## config.mk

```make
export PLATFORM = sky130hd
export DESIGN_NAME = rv_mem_arbiter
export DESIGN_NICKNAME = d
export VERILOG_FILES = /design/src/rtl/rv_mem_arbiter.sv
export SDC_FILE = /design/constraint.sdc
export NUM_CORES = 1
export LEC_CHECK = 0
export BUFFER_PORTS_ARGS = -buffer_cell sky130_fd_sc_hd__buf_2
export CORE_AREA = 2 2 137 139
export CTS_CLUSTER_SIZE = 25
export DETAILED_ROUTE_END_ITERATION = 8
export DIE_AREA = 0 0 139 141
export SLEW_MARGIN = 15
export SYNTH_ARGS = -nofsm -noshare
export SYNTH_HDL_FRONTEND = slang
export SYNTH_SLANG_ARGS = --single-unit
export TNS_END_PERCENT = 50
```

## constraint.sdc

```tcl
create_clock -name clk -period 4.3 [get_ports clk]
set_input_delay 0.86 -clock clk [delete_from_list [all_inputs] [get_ports clk]]
set_output_delay 0.86 -clock clk [all_outputs]
set_load 0.1 [all_outputs]
```

## src/rtl/rv_mem_arbiter.sv

```systemverilog
// Arbitrates one single-port sync memory between instruction fetch and load/store; data has priority.
// Latency req->ready is MEM_LAT+2 cycles; requesters hold req until their one-cycle ready pulse.
module rv_mem_arbiter #(
  parameter int MEM_LAT    = 1,
  parameter int STARVE_MAX = 4
) (
  input  logic        clk,
  input  logic        rst,
  input  logic        i_req,
  input  logic [31:0] i_addr,
  output logic        i_ready,
  output logic [31:0] i_rdata,
  input  logic        d_req,
  input  logic [31:0] d_addr,
  input  logic [3:0]  d_wen,
  input  logic [31:0] d_wdata,
  output logic        d_ready,
  output logic [31:0] d_rdata,
  output logic        mem_en,
  output logic [31:0] mem_addr,
  output logic [3:0]  mem_wen,
  output logic [31:0] mem_wdata,
  input  logic [31:0] mem_rdata
);

  typedef enum logic [1:0] {IDLE, ACCESS, WAIT, DONE} state_t;

  state_t      state;
  logic        gnt;
  logic        wr;
  logic [3:0]  streak;
  logic [2:0]  wcnt;
  logic        grant_d;
  logic        grant_i;
  logic        unused_addr_lsbs;

  assign unused_addr_lsbs = ^{i_addr[1:0], d_addr[1:0]};

  // Data wins a tie unless fetch has already been passed over STARVE_MAX times in a row.
  always_comb begin
    grant_d = d_req && !(i_req && (streak == 4'(STARVE_MAX)));
    grant_i = i_req && !grant_d;
  end

  always_ff @(posedge clk or negedge rst) begin
    if (!rst) begin
      state     <= IDLE;
      gnt       <= 1'b0;
      wr        <= 1'b0;
      streak    <= 4'd0;
      wcnt      <= 3'd0;
      mem_en    <= 1'b0;
      mem_addr  <= 32'd0;
      mem_wen   <= 4'd0;
      mem_wdata <= 32'd0;
      i_ready   <= 1'b0;
      d_ready   <= 1'b0;
      i_rdata   <= 32'd0;
      d_rdata   <= 32'd0;
    end else begin
      i_ready <= 1'b0;
      d_ready <= 1'b0;
      case (state)
        IDLE: begin
          if (grant_d) begin
            gnt       <= 1'b1;
            wr        <= |d_wen;
            mem_en    <= 1'b1;
            mem_addr  <= {d_addr[31:2], 2'b00};
            mem_wen   <= d_wen;
            mem_wdata <= d_wdata;
            streak    <= i_req ? streak + 4'd1 : 4'd0;
            state     <= ACCESS;
          end else if (grant_i) begin
            gnt       <= 1'b0;
            wr        <= 1'b0;
            mem_en    <= 1'b1;
            mem_addr  <= {i_addr[31:2], 2'b00};
            mem_wen   <= 4'd0;
            mem_wdata <= 32'd0;
            streak    <= 4'd0;
            state     <= ACCESS;
          end
        end
        ACCESS: begin
          mem_en  <= 1'b0;
          mem_wen <= 4'd0;
          wcnt    <= 3'(MEM_LAT - 1);
          state   <= WAIT;
        end
        WAIT: begin
          if (wcnt == 3'd0) begin
            if (!gnt)
              i_rdata <= mem_rdata;
            else if (!wr)
              d_rdata <= mem_rdata;
            i_ready <= !gnt;
            d_ready <= gnt;
            state   <= DONE;
          end else begin
            wcnt <= wcnt - 3'd1;
          end
        end
        DONE: state <= IDLE;
        default: state <= IDLE;
      endcase
    end
  end

endmodule

```

==> reports/results.tsv, run 1 <==
metric	value	unit
Placed Area	0.00766	mm²
Async SR Flop Fraction	1.00	
mux cell area share after synthesis	0.136	
first-pass GRT wire length	26100	µm
Die Ht	141	µm
Crit Path Class	flip-flop to flip-flop	
Slowest-stage cell, CP	nand2b_2	
Critical Path Source Type	flip-flop	
Worst setup EP type	flip-flop	
Clock Tree Root	clkbuf_16	
gp weighted congestion	0.808	
CTS H-tree depth	4	
Die X	139	µm
cts repair resizes	0	
antenna cells	0	
crit path max fanout	17	
Final Hold Viols	0	
Synth Area in Simple Gates	0.0893	
initial antenna violation count	0	
YS warnings	0	
status	finished, final reports clean	
FMAX	398	MHz
Hold Crit Start	mem_addr[21]	
crit path from	wcnt[0]	
clock sink count	144	
final setup fails	0	
CTS tree	done	
drt pass-1 iters	5	
Hold Path Class	flip-flop to flip-flop	
# port buffers	264	
Data arrival, critical path	2.81	ns
Starting Density	0.341	
hpwl dp	11400	µm
Max Cap Viol	0	
Final WS setup	1.79	ns
worst r2r src	wcnt[0]	
placeable core area	0.0183	mm²
Finished Core Util	0.451	
DR DRC count	0	
cell taking the most area after synthesis	dfrtp_1	
Longest Clk Path Bufs	2	
WP buf/inv	2	
vias in the first global route	5000	
clock skew	0.00980	ns
dpl ws	1.44	ns
Avg Synthesized Cell Area	13.4	µm²
synthesized cell area	0.00622	mm²
initial DRC count	216	
Yosys reg bits	144	
Post-synth EDFFs	0	
row count	50	
Final Cell Area	0.00824	mm²
via/cell ratio	4.95	
delay-heaviest family, CP	simple AND/OR/NAND/NOR gates	
nets@finish	861	
GR Overflow Total	0	
WP data required	4.60	ns
crit-path cells	inv_1 -> ha_1 -> ha_1 -> and3_1 -> nand2b_2 -> buf_4 -> mux2_2	
final wirelength	16200	µm
drt wl/cell	16.8	µm
setup TNS	0	ns
sequential area share after synthesis	0.579	
most frequent cell after synthesis	dfrtp_1	
post-CTS setup repair buffer count	0	
Synth Area in Adders	0.0161	
Max Slew Vio Count	0	
RSZ-0062 raised after global routing	false	
die area	0.0196	mm²
Synth Area in Compound Gates	0.132	
largest net degree at the start of global routing	123	
share of cells above drive strength 1	0.553	
Area Growth Syn to Fin	32.5	%
crit-path max cell delay	0.47	ns
Yosys top cell area share	0.579	
Yosys cell types	34	
Synth Flop Type	dfrtp_1	
Worst-Skew Late Latency	0.42	ns
I/O pin count	271	
Area contributors post-synth	dfrtp_1 58%, mux2_4 7.2%, mux2_2 6.3%	
largest family of logic cells by synthesized area	multiplexers	
worst slew pin tran	1.14	ns
post-route minimum period	2.51	ns
Vias	4773	
Detail Route Antenna Nets	0	
gr usage total	0.167	
# hold bufs at CTS	0	
Synth Area in XOR/XNOR	0.00141	
Cells after Synth	464	
synth cell count leaders	144 x dfrtp_1, 64 x nand2_1, 36 x a22o_1	
CTS buffer count	17	
CP dominant cell by count	ha_1	
fin crit share	0.584	
CTS clk-pin slew, worst paths	0.07	ns
Max-slew headroom	0.240	
==> worst paths after layout <==
| check | depth (start not counted) | to | slack, ns |
|---|---|---|---|
| worst min-delay path | 2 | mem_addr[21] | 0.49 |
| worst max register to register | 7 | d_rdata[0] | 1.79 |
| min in group asynchronous | 1 | i_rdata[22] | 0.59 |
| max in group asynchronous | 2 | mem_addr[31] | 2.83 |
| worst max-delay path | 7 | d_rdata[0] | 1.79 |
| worst min register to register | 2 | mem_addr[21] | 0.49 |
==> worst reg2reg max path, cell delays in order, from the launching register on <==
cell,delay (ns)
dfrtp_1,0.38
inv_1,0.06
ha_1,0.20
ha_1,0.27
and3_1,0.21
nand2b_2,0.47
buf_4,0.43
mux2_2,0.38
==> routing by layer <==
metal | up-vias | track usage | part of all wire
li1 | 2184 | - | -
met1 | 2369 | 0.208 | 0.42
met2 | 212 | 0.278 | 0.49
met3 | 8 | 0.0594 | 0.083
met4 | 0 | 0.0452 | 0.0067
met5 | - | 0 | 0
==> cells by family after synthesis <==
family                     after synthesis
and+or+nand+nor                        114
DFF                                    144
AOI/OAI and AO/OA                       83
adders and majority gates                8
buffers and inverters                   48
muxes                                   65
xor gates and xnor gates                 1
other                                    1
==> sequential cells by signal, indices dropped and copies added, names as in the netlist <==
register   flops
i_ready        1
wcnt           3
streak         4
d_rdata       32
mem_wen        4
state          2
mem_wdata     32
wr             1
d_ready        1
mem_addr      30
i_rdata       32
mem_en         1
gnt            1
==> cells in the final DEF (no fill, tap or decap), types with 4 or more instances in the layout <==
cell type / instances
buf_2: 263
inv_8: 5
ha_1: 8
nand4_1: 30
mux2_2: 35
a32o_1: 4
buf_4: 8
mux2_4: 30
a22o_1: 36
nand2_1: 64
inv_6: 6
inv_1: 8
o21ai_0: 4
clkbuf_16: 17
nor2_1: 4
dfrtp_1: 144
o211ai_2: 30
==> area by class of cell <==
cell class                 instances  area [µm²]
fill                            1702       10000
sequential                       144        3600
multi-input combinational        273        2350
timing repair buffer             273        1400
clock buffer                      17         425
tap                              234         293
clock inverter                    15         140
inverter                           8        30.0
==> stage by stage <==
step	instances	hold WS (ns)
6_report	964	0.485
5_1_grt	964	0.499
4_1_cts	963	0.488
3_5_place_dp	931	0.466
3_3_place_gp	931	0.457
2_1_floorplan	465	0.440
Power of run 1 is not shown: default switching activity piles up to over one toggle a cycle in this logic, so the estimate is an artifact.
==> run 2: changes to the inputs <==
ABC_AREA = 1   (was not set)
CORE_AREA = 2 2 136 138   (was 2 2 137 139)
DIE_AREA = 0 0 138 140   (was 0 0 139 141)
clock period = 2.2 ns   (was 4.3 ns; I/O delays follow)
==> run 2 against run 1 <==
Against the previous run: sequential cell count unchanged; global-route usage is 0.41 points higher; critical path depth rose by 3; cell area up 1.5%; routed wire length fell by 1.6%; register-to-register slack lost 1.3 ns; utilization rose by 1.9 points; synthesized cell count rose by 59%; worst setup slack got worse by 1.3 ns; cell count up 29%.
==> reports/results.tsv, run 2 <==
metric	value	unit
# port buffers	264	
Worst-Skew Late Latency	0.42	ns
Hold Path Class	input pin to flip-flop	
CTS buffer count	17	
Cells after Synth	738	
Yosys reg bits	144	
Clock Tree Root	clkbuf_16	
Critical Path Source Type	flip-flop	
Yosys cell types	22	
WP buf/inv	4	
gp weighted congestion	0.781	
crit-path max cell delay	0.43	ns
crit-path cells	inv_1 -> ha_1 -> nand2_1 -> inv_1 -> nand2_1 -> nand2_2 -> buf_4 -> inv_1 -> nand3_1 -> nand2_1	
Vias	5385	
commonest non-fill, non-tap cell in the layout	nand2_1	
# hold bufs at CTS	1	
Final Hold Viols	0	
Starting Density	0.348	
worst slew pin tran	0.650	ns
initial DRC count	272	
YS warnings	0	
synthesized cell area	0.00618	mm²
Max Cap Viol	0	
Yosys top cell area share	0.583	
Top Registers	d_rdata: 32 flops, i_rdata: 32 flops, mem_wdata: 32 flops	
CTS H-tree depth	4	
post-route minimum period	1.68	ns
final wirelength	15900	µm
largest net degree at the start of global routing	65	
clock skew	0.00906	ns
gr usage total	0.171	
GR Overflow Total	0	
Longest Clk Path Bufs	2	
FMAX	595	MHz
hpwl dp	11300	µm
drt wl/cell	12.8	µm
cts repair resizes	0	
Post-synth EDFFs	0	
Die X	138	µm
cell taking the most area after synthesis	dfrtp_1	
die area	0.0193	mm²
most frequent cell after synthesis	nand2_1	
Die Ht	140	µm
sequential area share after synthesis	0.583	
Area contributors post-synth	dfrtp_1 58%, nand2_1 17%, inv_1 6.6%	
Worst setup EP type	flip-flop	
share of cells above drive strength 1	0.313	
vias in the first global route	5292	
via/cell ratio	4.34	
CTS tree	done	
Synth Flop Type	dfrtp_1	
crit path max fanout	32	
Placed Area	0.00774	mm²
nets@finish	1142	
Avg Synthesized Cell Area	8.38	µm²
setup TNS	0	ns
fin crit share	0.764	
Final Cell Area	0.00836	mm²
antenna cells	0	
Max Slew Vio Count	0	
WP data required	2.51	ns
CTS clk-pin slew, worst paths	0.06	ns
I/O pin count	271	
post-CTS setup repair buffer count	0	
synth cell count leaders	275 x nand2_1, 144 x dfrtp_1, 108 x inv_1	
row count	49	
delay-heaviest family, CP	buffers and inverters	
Detail Route Antenna Nets	0	
DR DRC count	0	
drt pass-1 iters	6	
Crit Path Class	flip-flop to flip-flop	
most frequent cells in the layout	275 x nand2_1, 263 x buf_2, 144 x dfrtp_1	
status	finished, final reports clean	
Slowest-stage cell, CP	dfrtp_1	
initial antenna violation count	0	
Area Growth Syn to Fin	35.3	%
clock sink count	144	
Async SR Flop Fraction	1.00	
first-pass GRT wire length	26900	µm
RSZ-0062 raised after global routing	false	
Max-slew headroom	0.562	
Data arrival, critical path	1.99	ns
placeable core area	0.0178	mm²
final setup fails	0	
[run 2: cell count changes in the layout (fill, tap and decap cells not counted), moves of 6 or more]
cell	previous run	this run
mux2_2	35	0
mux2_4	30	0
nand3_1	2	67
o21ai_0	4	74
o211ai_2	30	0
inv_1	8	108
a22o_1	36	0
nor2_1	4	10
nand2_1	64	275
nand4_1	30	2
[run 2: metrics by stage]
step,setup slack (ns),cells,util,hold slack (ns)
floorplan,0.691,739,-,0.144
global placement,0.526,1207,0.436,0.400
detailed placement,0.529,1207,0.436,0.394
CTS,0.508,1240,0.470,0.195
global route,0.355,1240,0.470,0.204
finish,0.520,1240,0.470,0.213
[run 2: cell type report]
class / instances / area (µm²)
clock inverter: 15 / 183
clock buffer: 17 / 425
timing repair buffer: 277 / 1480
tap: 229 / 287
sequential: 144 / 3600
fill: 1828 / 9420
inverter: 110 / 413
multi-input combinational: 448 / 1970
[run 2: final timing paths]
kind / cells after the start / slack [ns] / start / to
max: 10 / 0.52 / streak[0] / mem_wen[2]
min: 3 / 0.21 / d_wdata[31] / mem_wdata[31]
max reg2reg: 10 / 0.52 / streak[0] / mem_wen[2]
min reg2reg: 2 / 0.47 / mem_addr[16] / mem_addr[16]
max in group asynchronous: 3 / 1.02 / rst / i_rdata[25]
min in group asynchronous: 2 / 0.52 / rst / mem_addr[11]
[run 2: tightest hold or removal path, cell delays in order]
cell and delay, ns:
buf_2 0.07, nand2_1 0.04, nand2_1 0.04
[run 2: cell families (layout without fill, tap and decap cells)]
family | count (synthesis) | count (layout) | synth area share
AND/OR/NAND/NOR | 359 | 359 | 0.235
buffers and inverters | 147 | 419 | 0.0982
flip-flops | 144 | 144 | 0.583
AO/OA/AOI/OAI | 78 | 78 | 0.0654
adder cells (fa/ha/maj) | 8 | 8 | 0.0162
other | 1 | 2 | 0.000607
XOR/XNOR | 1 | 1 | 0.00142
[run 2: per-layer routing]
| metal | routed length (µm) | part of all wire | GRT usage | vias to the layer above |
|---|---|---|---|---|
| met3 | 758 | 0.048 | 0.0414 | 26 |
| met4 | 355 | 0.022 | 0.0661 | 0 |
| li1 | - | - | - | 2775 |
| met2 | 7790 | 0.49 | 0.289 | 144 |
| met5 | 0 | 0 | 0 | - |
| met1 | 7010 | 0.44 | 0.214 | 2440 |
Power of run 2 is left out for the same reason.
==> run 3: changes to the inputs <==
clock period = 1.7 ns   (was 2.2 ns; I/O delays follow)
==> run 3 against run 2 <==
Against the previous run: cell area is 1.4% higher; routed wire length increased by 1.6%; non-clock buffer count up 12; global-route usage barely moved; highest routed layer unchanged; register-to-register slack got worse by 0.37 ns; via count grew 1.2%; sequential cell count did not move; largest cell class unchanged; critical path depth fell by 9; utilization rose by 0.65 points.
==> reports/results.tsv, run 3 (synthesis results as in run 2) <==
metric	value	unit
initial antenna violation count	2	
clock skew	0.0115	ns
largest net degree at the start of global routing	65	
placeable core area	0.0178	mm²
WP data required	1.36	ns
gr usage total	0.171	
CTS tree	done	
GR Overflow Total	0	
Worst R2R Setup Slack	0.15	ns
die area	0.0193	mm²
Vias	5451	
DR DRC count	0	
FMAX	639	MHz
Max-slew headroom	0.652	
Critical Path Source Type	flip-flop	
Crit Path Class	flip-flop to primary output	
final setup fails	0	
Worst setup EP type	primary output	
# port buffers	264	
CTS buffer count	17	
gp weighted congestion	0.793	
Max Slew Vio Count	0	
CTS clk-pin slew, worst paths	0.07	ns
vias in the first global route	5405	
Detail Route Antenna Nets	0	
Data arrival, critical path	1.22	ns
clock sink count	144	
delay-heaviest family, CP	buffers and inverters	
worst slew pin tran	0.525	ns
Starting Density	0.348	
Inst Count DP	1217	
status	finished, final reports clean	
Top Registers	d_rdata: 32 flops, i_rdata: 32 flops, mem_wdata: 32 flops	
via/cell ratio	4.35	
initial DRC count	202	
Final Cell Area	0.00848	mm²
share of cells above drive strength 1	0.324	
drt pass-1 iters	4	
Layout Cells excl Fill	1254	
Worst-Skew Late Latency	0.41	ns
Die X	138	µm
first-pass GRT wire length	27000	µm
drt wl/cell	12.9	µm
setup TNS	0	ns
Max Cap Viol	0	
fin crit share	0.920	
crit-path cells	buf_2	
Placed Area	0.00787	mm²
Hold Path Class	input pin to flip-flop	
hpwl dp	11700	µm
WP buf/inv	1	
RSZ-0062 raised after global routing	false	
final wirelength	16200	µm
post-route minimum period	1.56	ns
Area Growth Syn to Fin	37.2	%
I/O pin count	271	
Final Hold Viols	0	
Clock Tree Root	clkbuf_16	
Slowest-stage cell, CP	buf_2	
crit-path max cell delay	0.45	ns
row count	49	
Longest Clk Path Bufs	2	
nets@finish	1154	
commonest non-fill, non-tap cell in the layout	nand2_1	
crit path max fanout	2	
Die Ht	140	µm
CTS H-tree depth	4	
most frequent cells in the layout	275 x nand2_1, 263 x buf_2, 144 x dfrtp_1	
-- run 3: area by class of cell --
cell class / count / area, µm²
inverter: 110 / 413
clock inverter: 15 / 124
multi-input combinational: 448 / 1990
timing repair buffer: 289 / 1640
tap: 229 / 287
sequential: 144 / 3600
clock buffer: 17 / 425
antenna: 2 / 5.00
fill: 1776 / 9300
-- run 3: worst register-to-register path: stages, from the launching register on --
cell and delay, ns:
dfrtp_1 0.40, inv_1 0.12, ha_2 0.22, nand2_1 0.10
inv_1 0.14, nand2_4 0.10, clkbuf_16 0.21, nand2_1 0.08
o21ai_0 0.07
-- run 3: final timing paths --
path | startpoint | to | cells past startpoint
min | d_wdata[15] | mem_wdata[15] | 3
max reg2reg | state[0] | d_rdata[12] | 8
min in group asynchronous | rst | mem_addr[6] | 2
max | i_rdata[29] | i_rdata[29] | 1
max in group asynchronous | rst | mem_wdata[9] | 3
min reg2reg | mem_addr[3] | mem_addr[3] | 2
-- run 3: what timing repair did --
action | in CTS | in global routing
setup buffers | 0 | 1
endpoints found under the hold margin | 28 | 0
hold buffers | 1 | 0
endpoints found under the setup margin | 0 | 45
gates resized for setup | 0 | 6
-- run 3: per-layer routing --
layer  global-route usage  vias up  share of wire  wire, µm
li1                     -     2795              -         -
met1                0.215     2464           0.44      7040
met2                0.284      157           0.49      7900
met3               0.0294       35          0.040       646
met4               0.0934        0          0.036       589
met5                    0        -              0         0
-- run 3: stage by stage --
stage | utilization | hold WS, ns | worst slack [ns]
final | 0.477 | 0.121 | 0.136
after global routing | 0.477 | 0.117 | 0.0157
after CTS | 0.474 | 0.0985 | 0.0565
after detailed placement | 0.443 | 0.267 | 0.0931
after global placement | 0.443 | 0.267 | 0.123
after floorplan | - | 0.0444 | 0.191
Power of run 3 is left out for the same reason.
